`src/rtl/vram_scroller_pkg.sv`:
```
// Shared constants, command/state encodings and command validation for the
// text-mode VRAM scroller.
package vram_scroller_pkg;

  localparam int ROWS_MAX      = 38;
  localparam int CHARS_PER_ROW = 80;

  typedef enum logic [1:0] {
    OP_SCROLL     = 2'b00,
    OP_CLR_ROW    = 2'b01,
    OP_CLR_REGION = 2'b10,
    OP_RSVD       = 2'b11
  } cmd_op_t;

  typedef enum logic [2:0] {
    ST_IDLE    = 3'd0,
    ST_RD      = 3'd1,
    ST_RD_WAIT = 3'd2,
    ST_WR      = 3'd3,
    ST_WR_WAIT = 3'd4,
    ST_NEXT    = 3'd5,
    ST_FIN     = 3'd6
  } state_t;

  // A single-row clear only looks at top_row; region commands need an
  // ordered region that lies inside the screen.
  function automatic logic cmd_is_bad(input cmd_op_t op, input logic [5:0] top,
                                      input logic [5:0] bot);
    logic bad;
    case (op)
      OP_CLR_ROW:               bad = (top >= 6'(ROWS_MAX));
      OP_SCROLL, OP_CLR_REGION: bad = (top > bot) || (bot >= 6'(ROWS_MAX));
      default:                  bad = 1'b1;
    endcase
    return bad;
  endfunction

endpackage

```
`src/rtl/vram_addr_gen.sv`:
```
// Row/word position counters and the matching byte addresses of the
// destination word (row r) and the scroll source word (row r+1).
module vram_addr_gen
  import vram_scroller_pkg::*;
#(
  parameter logic [15:0] BASE_ADR  = 16'h0000,
  parameter int          ROW_WORDS = 40
) (
  input  logic        clk,
  input  logic        rst,
  input  logic        load,
  input  logic [5:0]  load_row,
  input  logic        inc,
  output logic [5:0]  row,
  output logic [5:0]  word,
  output logic        last_word,
  output logic [15:0] dst_adr,
  output logic [15:0] src_adr
);

  logic [5:0]  row_reg;
  logic [5:0]  word_reg;
  logic [15:0] row_off;
  logic [15:0] word_off;

  assign row       = row_reg;
  assign word      = word_reg;
  assign last_word = (word_reg == 6'(ROW_WORDS - 1));

  // r*80 = r*64 + r*16; word k sits at byte offset 2k. All sums wrap at 16 bits.
  assign row_off  = ({10'd0, row_reg} << 6) + ({10'd0, row_reg} << 4);
  assign word_off = {9'd0, word_reg, 1'b0};
  assign dst_adr  = BASE_ADR + row_off + word_off;
  assign src_adr  = dst_adr + 16'(CHARS_PER_ROW);

  // Word counter walks a row, then rolls over into the next row.
  always_ff @(posedge clk or posedge rst) begin
    if (rst) begin
      row_reg  <= '0;
      word_reg <= '0;
    end else if (load) begin
      row_reg  <= load_row;
      word_reg <= '0;
    end else if (inc) begin
      if (last_word) begin
        word_reg <= '0;
        row_reg  <= row_reg + 6'd1;
      end else begin
        word_reg <= word_reg + 6'd1;
      end
    end
  end

endmodule

```
`src/rtl/vram_scroller.sv`:
```
// Wishbone-master text scroller: scrolls a row region up by one row or clears
// rows with a fill character, one 16-bit bus cycle per word.
module vram_scroller
  import vram_scroller_pkg::*;
#(
  parameter logic [15:0] BASE_ADR  = 16'h0000,
  parameter int          ROW_WORDS = 40
) (
  input  logic        wb_clk_i,
  input  logic        wb_rst_i,
  input  logic        cmd_valid,
  output logic        cmd_ready,
  input  logic [1:0]  cmd_op,
  input  logic [5:0]  top_row,
  input  logic [5:0]  bot_row,
  input  logic [7:0]  fill_char,
  output logic        done,
  output logic        err,
  output logic [15:0] m_adr_o,
  output logic [15:0] m_dat_o,
  input  logic [15:0] m_dat_i,
  output logic [1:0]  m_sel_o,
  output logic        m_we_o,
  output logic        m_cyc_o,
  output logic        m_stb_o,
  input  logic        m_ack_i
);

  state_t      state_reg, state_next;
  cmd_op_t     op_reg, op_next;
  logic [5:0]  top_reg, top_next;
  logic [5:0]  bot_reg, bot_next;
  logic [7:0]  fill_reg, fill_next;
  logic        bad_reg, bad_next;
  logic [15:0] data_reg, data_next;
  logic        cyc_reg, cyc_next;
  logic        stb_reg, stb_next;
  logic        we_reg, we_next;
  logic [1:0]  sel_reg, sel_next;
  logic [15:0] adr_reg, adr_next;
  logic [15:0] dat_reg, dat_next;
  logic        done_reg, done_next;
  logic        err_reg, err_next;

  logic        ctr_load, ctr_inc;
  logic [5:0]  row, word;
  logic        last_word;
  logic [15:0] dst_adr, src_adr;
  logic        copy_phase;
  logic        is_last;

  vram_addr_gen #(
    .BASE_ADR (BASE_ADR),
    .ROW_WORDS(ROW_WORDS)
  ) u_addr_gen (
    .clk      (wb_clk_i),
    .rst      (wb_rst_i),
    .load     (ctr_load),
    .load_row (top_row),
    .inc      (ctr_inc),
    .row      (row),
    .word     (word),
    .last_word(last_word),
    .dst_adr  (dst_adr),
    .src_adr  (src_adr)
  );

  // A scroll copies rows until the counter reaches bot_row, which is then filled.
  assign copy_phase = (op_reg == OP_SCROLL) && (row != bot_reg);
  assign is_last    = last_word &&
                      (row == ((op_reg == OP_CLR_ROW) ? top_reg : bot_reg));

  assign cmd_ready = (state_reg == ST_IDLE);
  assign m_cyc_o   = cyc_reg;
  assign m_stb_o   = stb_reg;
  assign m_we_o    = we_reg;
  assign m_sel_o   = sel_reg;
  assign m_adr_o   = adr_reg;
  assign m_dat_o   = dat_reg;
  assign done      = done_reg;
  assign err       = err_reg;

  // Next-state and registered-output logic; bus outputs only change on edges.
  always_comb begin
    state_next = state_reg;
    op_next    = op_reg;
    top_next   = top_reg;
    bot_next   = bot_reg;
    fill_next  = fill_reg;
    bad_next   = bad_reg;
    data_next  = data_reg;
    cyc_next   = cyc_reg;
    stb_next   = stb_reg;
    we_next    = we_reg;
    sel_next   = sel_reg;
    adr_next   = adr_reg;
    dat_next   = dat_reg;
    done_next  = 1'b0;
    err_next   = 1'b0;
    ctr_load   = 1'b0;
    ctr_inc    = 1'b0;
    case (state_reg)
      ST_IDLE: begin
        if (cmd_valid) begin
          op_next    = cmd_op_t'(cmd_op);
          top_next   = top_row;
          bot_next   = bot_row;
          fill_next  = fill_char;
          bad_next   = cmd_is_bad(cmd_op_t'(cmd_op), top_row, bot_row);
          ctr_load   = 1'b1;
          state_next = ST_NEXT;
        end
      end
      ST_NEXT: begin
        if (bad_reg) begin
          done_next  = 1'b1;
          err_next   = 1'b1;
          state_next = ST_FIN;
        end else begin
          state_next = copy_phase ? ST_RD : ST_WR;
        end
      end
      ST_RD: begin
        cyc_next   = 1'b1;
        stb_next   = 1'b1;
        we_next    = 1'b0;
        sel_next   = 2'b11;
        adr_next   = src_adr;
        state_next = ST_RD_WAIT;
      end
      ST_RD_WAIT: begin
        if (m_ack_i) begin
          data_next  = m_dat_i;
          cyc_next   = 1'b0;
          stb_next   = 1'b0;
          sel_next   = 2'b00;
          state_next = ST_WR;
        end
      end
      ST_WR: begin
        cyc_next   = 1'b1;
        stb_next   = 1'b1;
        we_next    = 1'b1;
        sel_next   = 2'b11;
        adr_next   = dst_adr;
        dat_next   = copy_phase ? data_reg : {fill_reg, fill_reg};
        state_next = ST_WR_WAIT;
      end
      ST_WR_WAIT: begin
        if (m_ack_i) begin
          cyc_next = 1'b0;
          stb_next = 1'b0;
          we_next  = 1'b0;
          sel_next = 2'b00;
          if (is_last) begin
            done_next  = 1'b1;
            state_next = ST_FIN;
          end else begin
            ctr_inc    = 1'b1;
            state_next = ST_NEXT;
          end
        end
      end
      ST_FIN:  state_next = ST_IDLE;
      default: state_next = ST_IDLE;
    endcase
  end

  // State and output registers; reset aborts any bus cycle immediately.
  always_ff @(posedge wb_clk_i or posedge wb_rst_i) begin
    if (wb_rst_i) begin
      state_reg <= ST_IDLE;
      op_reg    <= OP_SCROLL;
      top_reg   <= '0;
      bot_reg   <= '0;
      fill_reg  <= '0;
      bad_reg   <= 1'b0;
      data_reg  <= '0;
      cyc_reg   <= 1'b0;
      stb_reg   <= 1'b0;
      we_reg    <= 1'b0;
      sel_reg   <= 2'b00;
      adr_reg   <= '0;
      dat_reg   <= '0;
      done_reg  <= 1'b0;
      err_reg   <= 1'b0;
    end else begin
      state_reg <= state_next;
      op_reg    <= op_next;
      top_reg   <= top_next;
      bot_reg   <= bot_next;
      fill_reg  <= fill_next;
      bad_reg   <= bad_next;
      data_reg  <= data_next;
      cyc_reg   <= cyc_next;
      stb_reg   <= stb_next;
      we_reg    <= we_next;
      sel_reg   <= sel_next;
      adr_reg   <= adr_next;
      dat_reg   <= dat_next;
      done_reg  <= done_next;
      err_reg   <= err_next;
    end
  end

endmodule

```
`config.mk`:
```
export PLATFORM = sky130hd
export DESIGN_NAME = vram_scroller
export DESIGN_NICKNAME = d
export VERILOG_FILES = /design/src/rtl/vram_scroller_pkg.sv /design/src/rtl/vram_addr_gen.sv /design/src/rtl/vram_scroller.sv
export SDC_FILE = /design/constraint.sdc
export NUM_CORES = 1
export LEC_CHECK = 0
export BUFFER_PORTS_ARGS = -buffer_cell sky130_fd_sc_hd__clkbuf_2
export CAP_MARGIN = 20
export CORE_UTILIZATION = 30
export DETAILED_ROUTE_END_ITERATION = 10
export SYNTH_ARGS = -nofsm -noshare
export SYNTH_HDL_FRONTEND = slang
export SYNTH_HIERARCHICAL = 1
export SYNTH_SLANG_ARGS = --single-unit
```
`constraint.sdc`:
```
create_clock -name wb_clk_i -period 3.1 [get_ports wb_clk_i]
set_input_delay 0.31 -clock wb_clk_i [delete_from_list [all_inputs] [get_ports wb_clk_i]]
set_output_delay 0.31 -clock wb_clk_i [all_outputs]
set_load 0.01 [all_outputs]
```
==> results by group <==
Global routing
  • Total grt overflow: 0
  • Vias in the first global route: 3,574
  • Largest net degree at the start of global routing: 44
  • GRT Resource Usage Total: 13.2%
  • First-pass GRT wire length: 17,500 um
  • Antenna violations before repair: 0

Power
  • Static leakage: 2.69 nW
  • Total power: 6.03 mW
  • VDD IR max: 0.335 mV
  • Pwr dens: 1050 nW/um^2

Critical path
  • CP Class: reg2reg
  • R2R depth: 11
  • Reg-to-reg critical path endpoint: m_adr_o[11]$_DFFE_PP0P_
  • Critical Path Sink Type: flip-flop
  • Startpoint types: flip-flop
  • Worst R2R Start: u_addr_gen/row[0]$_DFFE_PP0P_
  • CP Max Fanout: 4
  • Worst R2R Setup Slack: 0.30 ns
  • WP data required: 3.28 ns
  • Crit path DAT: 2.99 ns

Routing
  • Via Count: 3,560
  • Routed Antenna Nets: 0
  • Remaining DRCs: 0
  • Drt initial violations: 189
  • Drt wl/cell: 14.2 um
  • Drt total wl: 10,700 um
  • Vias/cell: 4.73
  • Detailed Routing Iterations Pass 1: 4

Floorplan
  • Die area: 16,800 sq um
  • Num rows: 46
  • Height of the die: 130 um
  • Starting Density: 30.7%
  • Total core area: 15,900 sq um
  • IO Pins: 82
  • Die span in x: 130 um

STA
  • RSZ-0062 raised after global routing: false
  • Slew headroom: 38.1%
  • Pins Over Slew Limit: 0
  • # setup viols final: 0
  • Worst-Margin Slew: 0.926 ns
  • Setup_tns: 0 ns
  • Worst hold margin: -0.000175 ns
  • Final Hold Violating Endpoints: 2
  • Final Cycle Share: 90.4%
  • Layout Skew: 0.00814 ns
  • Period minus WS final: 2.80 ns
  • Peak Freq: 357 MHz

Cells and area
  • Layout fillers: 1,639
  • FF/Latch Area: 2250 sq um
  • Share of cells above drive strength 1: 27.9%
  • Finished Core Util: 36.2%
  • # nets final: 596
  • Antenna diodes: 0
  • Multi-input combinational cell area: 2360 sq um
  • Layout area overhead: 17.6%

Clocking
  • Clk Latency, worst-skew pair: 0.34 ns
  • CTS root buf: clkbuf_16
  • CTS buffer count: 9
  • H-tree Lvls: 3
  • CTS tree: yes
  • Clock transition at path regs: 0.07 ns
  • Post_cts resized: 0
  • Setup bufs post-CTS: 0
  • # clock sinks: 90
  • Clock Path Buffers: 2
  • Cts hold-fix bufs: 0

Placed design
  • Detailed placer's ending HPWL: 8110 um
  • Port Buffers: 81
  • GPL Wtd Cong: 0.754

Flow run
  • Max-cap viol count: 0

Yosys
  • Synth Warn #: 6
  • Mapped cell area: 4900 sq um
  • Mapped Cells: 461
  • Syn avg cell area: 10.6 sq um

Status
  • Status: finished, violations left
  • Failing checks: negative hold slack

Min path
  • Worst Hold Class: in2async
per-layer routing:
| metal | global-route usage, % | wire [um] |
|---|---|---|
| met1 | 18.4 | 5100 |
| met2 | 20.9 | 5010 |
| met3 | 1.64 | 341 |
| met4 | 5.20 | 230 |
| met5 | 0 | 0 |
stage by stage:
stage,setup WS [ns],cells,area (sq um)
finish,0.297,753,5760
global route,0.0550,753,5760
CTS,0.288,753,5760
detailed placement,0.296,737,5450
global placement,0.336,737,5450
floorplan,0.298,468,4930
cell usage in the layout, fill, tap and decap left out, drive strengths merged, types with 2 or more instances in the layout:
cell and n:
buf 7, a31oi 3, nand3 3, o21ai 33, a21o 3, o31a 2
nor3 8, xnor2 13, o21bai 2, o31ai 2, nand2b 5, nor2b 12
and2 3, o22ai 2, conb 8, fa 2, dfrtp 90, nand2 44
mux2i 19, nand4 4, clkinv 3, inv 29, and3 4, nor2 15
nor3b 8, o21a 2, a21oi 12, clkbuf 91, ha 20, nor4 4
or2 3, mux2 36, xor2 13, a221o 17
worst max path at each step:
stage | startpoint | end | slack [ns] | cells past startpoint
3_5_place_dp | u_addr_gen/row[0]$_DFFE_PP0P_ | m_adr_o[11]$_DFFE_PP0P_ | 0.30 | 11
3_3_place_gp | u_addr_gen/row[2]$_DFFE_PP0P_ | m_adr_o[11]$_DFFE_PP0P_ | 0.34 | 10
5_1_grt | u_addr_gen/word[5]$_DFFE_PP0P_ | m_adr_o[11]$_DFFE_PP0P_ | 0.05 | 11
6_report | u_addr_gen/row[0]$_DFFE_PP0P_ | m_adr_o[11]$_DFFE_PP0P_ | 0.30 | 11
4_1_cts | u_addr_gen/row[0]$_DFFE_PP0P_ | m_adr_o[11]$_DFFE_PP0P_ | 0.29 | 11
2_1_floorplan | u_addr_gen/row[0]$_DFFE_PP0P_ | m_adr_o[11]$_DFFE_PP0P_ | 0.30 | 10
layout make-up:
| type | instances | area share [%] |
|---|---|---|
| Multi-Input combinational cell | 316 | 40.9 |
| Sequential cell | 90 | 39.1 |
| Timing Repair Buffer | 88 | 8.16 |
| Tap cell | 216 | 4.69 |
| Clock buffer | 10 | 4.15 |
| Inverter | 27 | 1.78 |
| Clock inverter | 6 | 1.26 |
critical path, stage by stage, from the launching register on:
cell      delay (ns)
dfrtp_1         0.34
inv_1           0.06
fa_1            0.59
inv_1           0.07
ha_1            0.30
a21o_1          0.21
a221oi_2        0.30
xnor2_1         0.25
nand4_1         0.17
xnor2_1         0.16
mux2i_1         0.12
o21ai_0         0.08
where the power goes:
part / internal [mW] / total [mW] / switching [mW]
Sequential: 1.72 / 2.14 / 0.420
Clock: 0.658 / 1.13 / 0.472
Combinational: 1.32 / 2.76 / 1.44
Total: 3.69 / 6.03 / 2.33
(Power assumes the default switching activity.)
